**config.mk**
```make
export PLATFORM = sky130hd
export DESIGN_NAME = mem_arbiter
export DESIGN_NICKNAME = d
export VERILOG_FILES = /design/src/rtl/mem_arbiter.sv
export SDC_FILE = /design/constraint.sdc
export NUM_CORES = 1
export LEC_CHECK = 0
export CAP_MARGIN = 20
export CORE_MARGIN = 4
export CORE_UTILIZATION = 38
export CTS_CLUSTER_SIZE = 30
export DETAILED_ROUTE_END_ITERATION = 10
export PLACE_DENSITY = 0.82
export REMOVE_ABC_BUFFERS = 1
export SLEW_MARGIN = 40
export SYNTH_ARGS = -nofsm -noshare
export SYNTH_HDL_FRONTEND = slang
export SYNTH_SLANG_ARGS = --single-unit
```
**constraint.sdc**
```tcl
create_clock -name clk -period 1.85 [get_ports clk]
set_clock_uncertainty 0.1 [all_clocks]
set_input_delay 0.2775 -clock clk [delete_from_list [all_inputs] [get_ports clk]]
set_output_delay 0.2775 -clock clk [all_outputs]
set_load 0.05 [all_outputs]
```
**src/rtl/mem_arbiter.sv**
```systemverilog
// rtl/mem_arbiter.sv - two-port I/D arbiter and access sequencer for the memory map
//
// Ports:
//   clk, reset_n         system clock, asynchronous active-low reset
//   i_req_* / i_rsp_*    fetch port: read-only requests, word responses
//   d_req_* / d_rsp_*    load/store port: d_req_be != 0 is a store, 0 is a load
//   mem_*                memory map: address, write data, byte enables, read data
module mem_arbiter #(
  parameter bit DATA_PRIORITY = 1'b0  // 0: round-robin on ties, 1: D wins ties
) (
  input  logic        clk,
  input  logic        reset_n,
  input  logic        i_req_valid,
  output logic        i_req_ready,
  input  logic [31:0] i_req_addr,
  output logic        i_rsp_valid,
  input  logic        i_rsp_ready,
  output logic [31:0] i_rsp_data,
  input  logic        d_req_valid,
  output logic        d_req_ready,
  input  logic [31:0] d_req_addr,
  input  logic [31:0] d_req_wdata,
  input  logic [3:0]  d_req_be,
  output logic        d_rsp_valid,
  input  logic        d_rsp_ready,
  output logic [31:0] d_rsp_data,
  output logic [31:0] mem_address,
  output logic [31:0] mem_write_data,
  output logic [3:0]  mem_write_enable,
  input  logic [31:0] mem_read_data
);

  typedef enum logic [1:0] {S_IDLE, S_ACCESS, S_WAIT, S_RESP} state_e;

  state_e      state_q;
  logic        owner_q;       // 1 = D port owns the transaction in flight
  logic        last_grant_q;  // 1 = D port won the most recent grant
  logic [31:0] addr_q;
  logic [31:0] wdata_q;
  logic [3:0]  be_q;
  logic [31:0] rdata_q;

  logic in_idle;
  logic pick_dport;
  logic i_accept;
  logic d_accept;

  always_comb begin
    in_idle    = (state_q == S_IDLE);
    // On a tie, round-robin hands the slot to the port that did not win last.
    pick_dport = d_req_valid && (!i_req_valid || DATA_PRIORITY || !last_grant_q);
    // Readies are forced low while reset is asserted, not just after the next edge.
    i_accept   = reset_n && in_idle && i_req_valid && !pick_dport;
    d_accept   = reset_n && in_idle && pick_dport;
  end

  always_ff @(posedge clk or negedge reset_n) begin
    if (!reset_n) begin
      state_q      <= S_IDLE;
      owner_q      <= 1'b0;
      last_grant_q <= 1'b1;
      addr_q       <= '0;
      wdata_q      <= '0;
      be_q         <= '0;
      rdata_q      <= '0;
    end else begin
      case (state_q)
        S_IDLE: begin
          if (i_accept || d_accept) begin
            state_q      <= S_ACCESS;
            owner_q      <= d_accept;
            last_grant_q <= d_accept;
            addr_q       <= d_accept ? d_req_addr : i_req_addr;
            wdata_q      <= d_accept ? d_req_wdata : '0;
            be_q         <= d_accept ? d_req_be : 4'h0;
          end
        end
        S_ACCESS: state_q <= S_WAIT;
        S_WAIT: begin
          // RAM data is registered at the ACCESS edge; MMIO data is combinational
          // on the held address. Both are valid here.
          rdata_q <= (be_q == 4'h0) ? mem_read_data : '0;
          state_q <= S_RESP;
        end
        S_RESP: begin
          if (owner_q ? d_rsp_ready : i_rsp_ready) state_q <= S_IDLE;
        end
        default: state_q <= S_IDLE;
      endcase
    end
  end

  logic in_resp;
  assign in_resp = (state_q == S_RESP);

  assign i_req_ready      = i_accept;
  assign d_req_ready      = d_accept;
  assign i_rsp_valid      = in_resp && !owner_q;
  assign d_rsp_valid      = in_resp && owner_q;
  assign i_rsp_data       = i_rsp_valid ? rdata_q : '0;
  assign d_rsp_data       = d_rsp_valid ? rdata_q : '0;
  // Address is held in every state so registered and combinational reads both see it.
  assign mem_address      = addr_q;
  assign mem_write_data   = wdata_q;
  assign mem_write_enable = (state_q == S_ACCESS) ? be_q : 4'h0;

endmodule

```
==> impl_results.md, run 1 <==
- Status: finished with violations
- Failing checks: hold timing, setup timing
- Dpl hpwl: 12200 µm
- Cell Area, Synth: 0.00455 mm²
- Final setup fails: 119
- Inserted Diodes: 0
- Critical path class: flip-flop to output port
- First-pass GRT wire length: 25200 µm
- Worst reg-to-reg path cell count: 8
- CP arrival: 1.68 ns
- Placement Rows: 39
- Final hold viol count: 23
- Share of the synthesized area in the top cell type: 0.567
- Antenna Nets Post-Route: 0
- Critical-path maximum fanout: 16
- Wire length per cell: 20.4 µm
- Multi-input gate area: 0.00189 mm²
- Design area: 0.00874 mm²
- Seq cells post-synth: 104
- Routed WL: 16300 µm
- Yosys top cell by area: dfrtp_1
- Final min period: 2.06 ns
- Die Wd: 117 µm
- Seq. cell area: 0.00260 mm²
- Setup TNS: -11.77 ns
- Slew HR: 0.639
- Drt first pass iters: 4
- Cells along the critical path: ha_1 -> nor2b_4 -> clkbuf_16 -> and2_1 -> buf_12
- Worst-Skew Late Latency: 0.34 ns
- Pin count of the biggest net entering global routing: 101
- Initial Utilization: 0.393
- CP Capture Type: output port
- H-tree levels: 3
- Grt met1 use: 0.274
- Fill count: 712
- Post-synth ARST share: 1.00
- DIE HEIGHT: 117 µm
- GRT Max-Usage Layer: met2
- Met3 usage: 0.0679
- Max VDD drop: 1.29 mV
- Grt total ovfl: 0
- Placed inst area: 0.00813 mm²
- Worst path max stage delay: 0.39 ns
- GPL Wtd Cong: 0.860
- PD cells: 1680 mW/mm²
- TritonCTS buffer count: 9
- Nets: 797
- Area grow syn2layout: 92.2%
- WHS: -0.00701 ns
- Crit-path slowest cell: dfrtp_1
- GRT Util Overall: 0.228
- Static Leakage: 0.00409 µW
- Fmax achieved: 0.486 GHz
- EDFF count, synth: 0
- PortBufs: 273
- Clk slew on worst S/H paths: 0.07 ns
- Cells after Synth: 362
- Clock tree sinks: 104
- Vias in the first global route: 4559
- Actual slew at the worst max-slew pin: 0.542 ns
- R2R Path End: mem_address[6]$_DFFE_PN0P_
- Crit path to: i_rsp_data[25]
- Finished Core Util: 0.756
- Initial antenna violation count: 0
- Hold Crit Class: input port to asynchronous set/reset pin
- Root buf cell: clkbuf_16
- Routed vias: 4298
- Maxcap violations: 0
- Synth Flop Type: dfrtp_1
- Met2 Resource Use GR: 0.398
- I/O pins: 274
- Critical path required time: 1.47 ns
- R2R Setup Slk: -0.06 ns
- Synth Warn #: 0
- DRC Markers: 0
- Layout cells sized above 1: 0.397
- Final Max Slew Viols: 0
- RSZ-0062 raised after global routing: yes
- Crit. Startpoint: state_q[0]$_DFFE_PN0P_
- Nature of the critical path startpoint: flip-flop
- RR Startpoint: state_q[1]$_DFFE_PN0P_
- CTS tree: done
- Post-synth cell types: 28
- Core area: 0.0116 mm²
- Mean area per synthesized cell: 12.6 µm²
- Worst setup margin: -0.207 ns
- Sequential area share after synthesis: 0.573
- Final period util: 1.11
- Vias per Instance: 5.35
- Initial DRC Count: 294
- Top cells by area, synth: dfrtp_1 (57%), a22o_1 (7.7%), a221o_1 (7.0%)
- Clock buffer depth: 2
- Die area: 0.0138 mm²
==> flip-flops by register name, summed over array words and instances, names as in the netlist <==
register / flops
rdata_q: 32
state_q: 2
mem_write_data: 32
owner_q: 1
last_grant_q: 1
mem_address: 32
be_q: 4
==> power by group <==
group | internal (µW) | total, µW | leakage, µW | switching, µW
sequential | 3360 | 4130 | 0.00134 | 776
clock | 1200 | 1990 | 0.000159 | 799
combinational | 3580 | 8580 | 0.00258 | 5000
total | 8130 | 14700 | 0.00409 | 6580
==> how the worst min path moves through the flow <==
stage / endpoint / cells after the start
2_1_floorplan: be_q[0]$_DFFE_PN0P_ / 0
3_3_place_gp: state_q[0]$_DFFE_PN0P_ / 1
3_5_place_dp: state_q[0]$_DFFE_PN0P_ / 1
4_1_cts: mem_write_data[7]$_DFFE_PN0P_ / 2
5_1_grt: mem_write_data[7]$_DFFE_PN0P_ / 2
6_report: mem_write_data[7]$_DFFE_PN0P_ / 2
==> stage by stage <==
step                worst slack [ns]  hold WS (ns)  total power [µW]  std cells
floorplan                      -1.47        -0.118              8880        329
global placement             -0.0554        0.0188             12100        772
detailed placement            -0.171        0.0217             12300        772
CTS                           -0.190        0.0132             14500        797
global route                  -0.277        0.0387             15300        803
finish                        -0.207      -0.00701             14700        803
==> cell usage after synthesis, types with 2 or more instances <==
cell type / number
dfrtp_1: 103
and2_1: 47
a22o_1: 40
a221o_1: 32
and3_1: 32
a22o_2: 29
and2_0: 21
clkbuf_1: 18
buf_2: 9
ha_1: 4
inv_1: 4
buf_4: 3
buf_6: 3
a21oi_2: 2
nand3_1: 2
==> routing by layer <==
metal  wire [µm]  up-vias
met5           0        -
met4         300        0
met3        1240       23
met2        8460      217
met1        6350     2118
li1            -     1940
==> worst max-delay path, delay by kind of cell, from the launching register on <==
family | cells | cell delay [ns]
flops | 1 | 0.39
fa+ha+maj | 1 | 0.18
buf+inv | 2 | 0.36
simple gates | 2 | 0.41
==> cell families after synthesis <==
kind of cell	share of synthesized area
simple gates	0.149
flops	0.573
compound gates	0.222
buf+inv	0.0405
mux	0.00468
fa+ha+maj	0.0110
==> placed cells by master (no fill, tap or decap), types with 4 or more instances in the layout <==
cell type	count
clkdlybuf4s50_1	136
and2_0	21
a221o_1	32
clkbuf_16	10
and2_4	28
buf_6	5
buf_12	79
dfrtp_1	103
a22o_1	40
clkbuf_8	4
and2_1	20
and3_1	32
a22o_2	29
buf_4	93
==> area by class of cell <==
cell class              count  area share
clock buffers              14      0.0325
clock inverters             2     0.00401
inverters                   4     0.00200
multi-input cells         221       0.216
flip-flops and latches    104       0.298
well taps                 143      0.0205
repair buffers            315       0.427
==> timing repair <==
action                                 CTS  global route
pin swaps                                0             4
hold buffers                             1             0
resized for setup                       18            31
endpoints found under the hold margin    4             0
setup endpoints to repair              115           117
buffers inserted                         8             6
gates cloned                             0             1
Note: power is estimated with default switching activity, not from simulation.
==> run 2, diff against run 1 <==
--- a/config.mk
+++ b/config.mk
@@ -8,8 +8,8 @@
 export CAP_MARGIN = 20
 export CORE_MARGIN = 4
 export CORE_UTILIZATION = 38
-export CTS_CLUSTER_SIZE = 30
 export DETAILED_ROUTE_END_ITERATION = 10
+export MAX_ROUTING_LAYER = met4
 export PLACE_DENSITY = 0.82
 export REMOVE_ABC_BUFFERS = 1
 export SLEW_MARGIN = 40
==> run 2 against run 1 <==
Effect of this change: the run ends with setup timing left; die area is the same; sequential share of layout area shrank 0.44 points; critical path depth is the same; final cell count grew 1.1%; first-iteration DRC count grew 4.4%; clock-buffer cell count is the same; largest cell class unchanged; largest power group unchanged; sequential power is essentially flat.
==> impl_results.md, run 2 (synthesis gave the netlist of run 1 again) <==
- Grt total ovfl: 0 (unchanged)
- First-pass GRT wire length: 25200 µm (about the same)
- Core area: 0.0116 mm² (unchanged)
- Sw Share: 0.442 (was 0.447)
- Hold Crit Class: input port to asynchronous set/reset pin (unchanged)
- Die area: 0.0138 mm² (unchanged)
- GRT Util Overall: 0.235 (was 0.228)
- R2R Setup Slk: -0.19 ns (was -0.06 ns)
- Pin count of the biggest net entering global routing: 101 (unchanged)
- Most frequent cells in the layout: clkdlybuf4s50_1 (136), dfrtp_1 (103), buf_4 (97) (was clkdlybuf4s50_1 (136), dfrtp_1 (103), buf_4 (93))
- Fill count: 681 (was 712)
- Fmax achieved: 0.483 GHz (was 0.486 GHz)
- Root buf cell: clkbuf_16 (unchanged)
- Power, Total: 15000 µW (was 14700 µW)
- Slew HR: 0.628 (was 0.639)
- Worst reg-to-reg path cell count: 8 (unchanged)
- Final Max Slew Viols: 0 (unchanged)
- Failing checks: setup timing (was hold timing, setup timing)
- Final period util: 1.12 (was 1.11)
- Initial DRC Count: 307 (was 294)
- Nets: 806 (was 797)
- TritonCTS buffer count: 9 (unchanged)
- Vias in the first global route: 4569 (was 4559)
- Clock buffer depth: 2 (unchanged)
- Critical-path maximum fanout: 33 (was 16)
- Actual slew at the worst max-slew pin: 0.555 ns (was 0.542 ns)
- DRC Markers: 0 (unchanged)
- Placement Rows: 39 (unchanged)
- Area grow syn2layout: 95.1% (was 92.2%)
- Vias per Instance: 5.41 (was 5.35)
- Routed WL: 17100 µm (was 16300 µm)
- Routed vias: 4389 (was 4298)
- Clock tree sinks: 104 (unchanged)
- P_sw: 6650 µW (was 6580 µW)
- PortBufs: 273 (unchanged)
- Share of total power in combinational logic: 0.591 (was 0.583)
- Initial Utilization: 0.393 (unchanged)
- Clk slew on worst S/H paths: 0.06 ns (was 0.07 ns)
- Status: finished with violations (unchanged)
- R2R Path End: mem_address[17]$_DFFE_PN0P_ (was mem_address[6]$_DFFE_PN0P_)
- Critical path required time: 1.47 ns (about the same)
- Final hold viol count: 0 (was 23)
- Design area: 0.00887 mm² (was 0.00874 mm²)
- Wire length per cell: 21.1 µm (was 20.4 µm)
- P_int: 8400 µW (was 8130 µW)
- CP arrival: 1.69 ns (was 1.68 ns)
- Layout cells sized above 1: 0.420 (was 0.397)
- Clock power share: 0.132 (was 0.136)
- I/O pins: 274 (unchanged)
- Worst-Skew Late Latency: 0.34 ns (about the same)
- Static Leakage: 0.00419 µW (was 0.00409 µW)
- Inserted Diodes: 0 (unchanged)
- Antenna Nets Post-Route: 0 (unchanged)
- GPL Wtd Cong: 0.874 (was 0.860)
- Final min period: 2.07 ns (was 2.06 ns)
- Dpl hpwl: 12200 µm (unchanged)
- Final setup fails: 120 (was 119)
- Placed inst area: 0.00813 mm² (unchanged)
- DIE HEIGHT: 117 µm (unchanged)
- Maxcap violations: 0 (unchanged)
- Nature of the critical path startpoint: flip-flop (unchanged)
- PD cells: 1700 mW/mm² (was 1680 mW/mm²)
- Leading cell type in the layout, fill and taps excluded: clkdlybuf4s50_1 (unchanged)
- CTS tree: done (unchanged)
- Drt first pass iters: 4 (unchanged)
- Flop pwr share: 0.276 (was 0.281)
- Initial antenna violation count: 0 (unchanged)
- Max VDD drop: 1.20 mV (was 1.29 mV)
- H-tree levels: 3 (unchanged)
- Worst setup margin: -0.220 ns (was -0.207 ns)
- CP Capture Type: output port (unchanged)
- RR Startpoint: state_q[1]$_DFFE_PN0P_ (unchanged)
- Critical path class: flip-flop to output port (unchanged)
- Die Wd: 117 µm (unchanged)
- RSZ-0062 raised after global routing: yes (unchanged)
## run 2: timing repair
item / 4_1_cts / 5_1_grt
resized for setup: 18 / 64
hold buffers: 1 / 0
hold endpoints to repair: 4 / 0
endpoints found under the setup margin: 115 / 119
setup buffers: 8 / 8
cloned: 0 / 7
pin swaps: 0 / 28
## run 2: area by class of cell
type                    instances  area, µm²  share of cell area
inverters                       4       15.0             0.00169
well taps                     143        179              0.0202
clock buffers                  14        284              0.0320
flip-flops and latches        104       2600               0.294
repair buffers                324       3850               0.434
multi-input cells             221       1910               0.215
clock inverters                 2       35.0             0.00395
## run 2: power by group through the flow
| stage | Clock (µW) | Combinational [µW] | Sequential [µW] |
|---|---|---|---|
| floorplan | 0 | 2680 | 6200 |
| global placement | 0 | 8040 | 4040 |
| detailed placement | 0 | 8220 | 4100 |
| CTS | 2020 | 8380 | 4110 |
| global route | 2120 | 9270 | 4260 |
| finish | 1990 | 8900 | 4150 |
## run 2: metrics by stage
stage / worst slack (ns) / utilization / setup TNS, ns / std cells / hold slack, ns
after floorplan: -1.47 / - / -137.74 / 329 / -0.118
after global placement: -0.0554 / 0.703 / -1.20 / 772 / 0.0188
after detailed placement: -0.171 / 0.703 / -5.00 / 772 / 0.0217
after CTS: -0.190 / 0.742 / -11.03 / 797 / 0.0132
after global routing: -0.303 / 0.767 / -29.72 / 812 / 0.0422
final: -0.220 / 0.767 / -19.20 / 812 / 0.00693
## run 2: worst max-delay path by stage
stage                                         end  slack (ns)                    from
finish                              i_rsp_data[7]       -0.22  state_q[1]$_DFFE_PN0P_
global route                       i_rsp_data[28]       -0.30  state_q[1]$_DFFE_PN0P_
CTS                                i_rsp_data[23]       -0.19  state_q[0]$_DFFE_PN0P_
detailed placement  mem_write_data[7]$_DFFE_PN0P_       -0.17             i_req_valid
global placement    mem_write_data[1]$_DFFE_PN0P_       -0.06             d_req_valid
floorplan                  state_q[1]$_DFFE_PN0P_       -1.47             i_req_valid
## run 2: routing by layer
| layer | vias to the layer above | global-route usage | part of all wire |
|---|---|---|---|
| met5 | - | - | 0 |
| met4 | 0 | 0.0755 | 0.025 |
| met3 | 28 | 0.0491 | 0.062 |
| met2 | 238 | 0.397 | 0.52 |
| met1 | 2166 | 0.284 | 0.39 |
| li1 | 1957 | - | - |
## run 2: worst max-delay path: stages, from the launching register on
cell and delay, ns:
dfrtp_1 0.42, ha_1 0.20, nor2b_2 0.19, buf_12 0.19
and2_1 0.19, buf_12 0.15
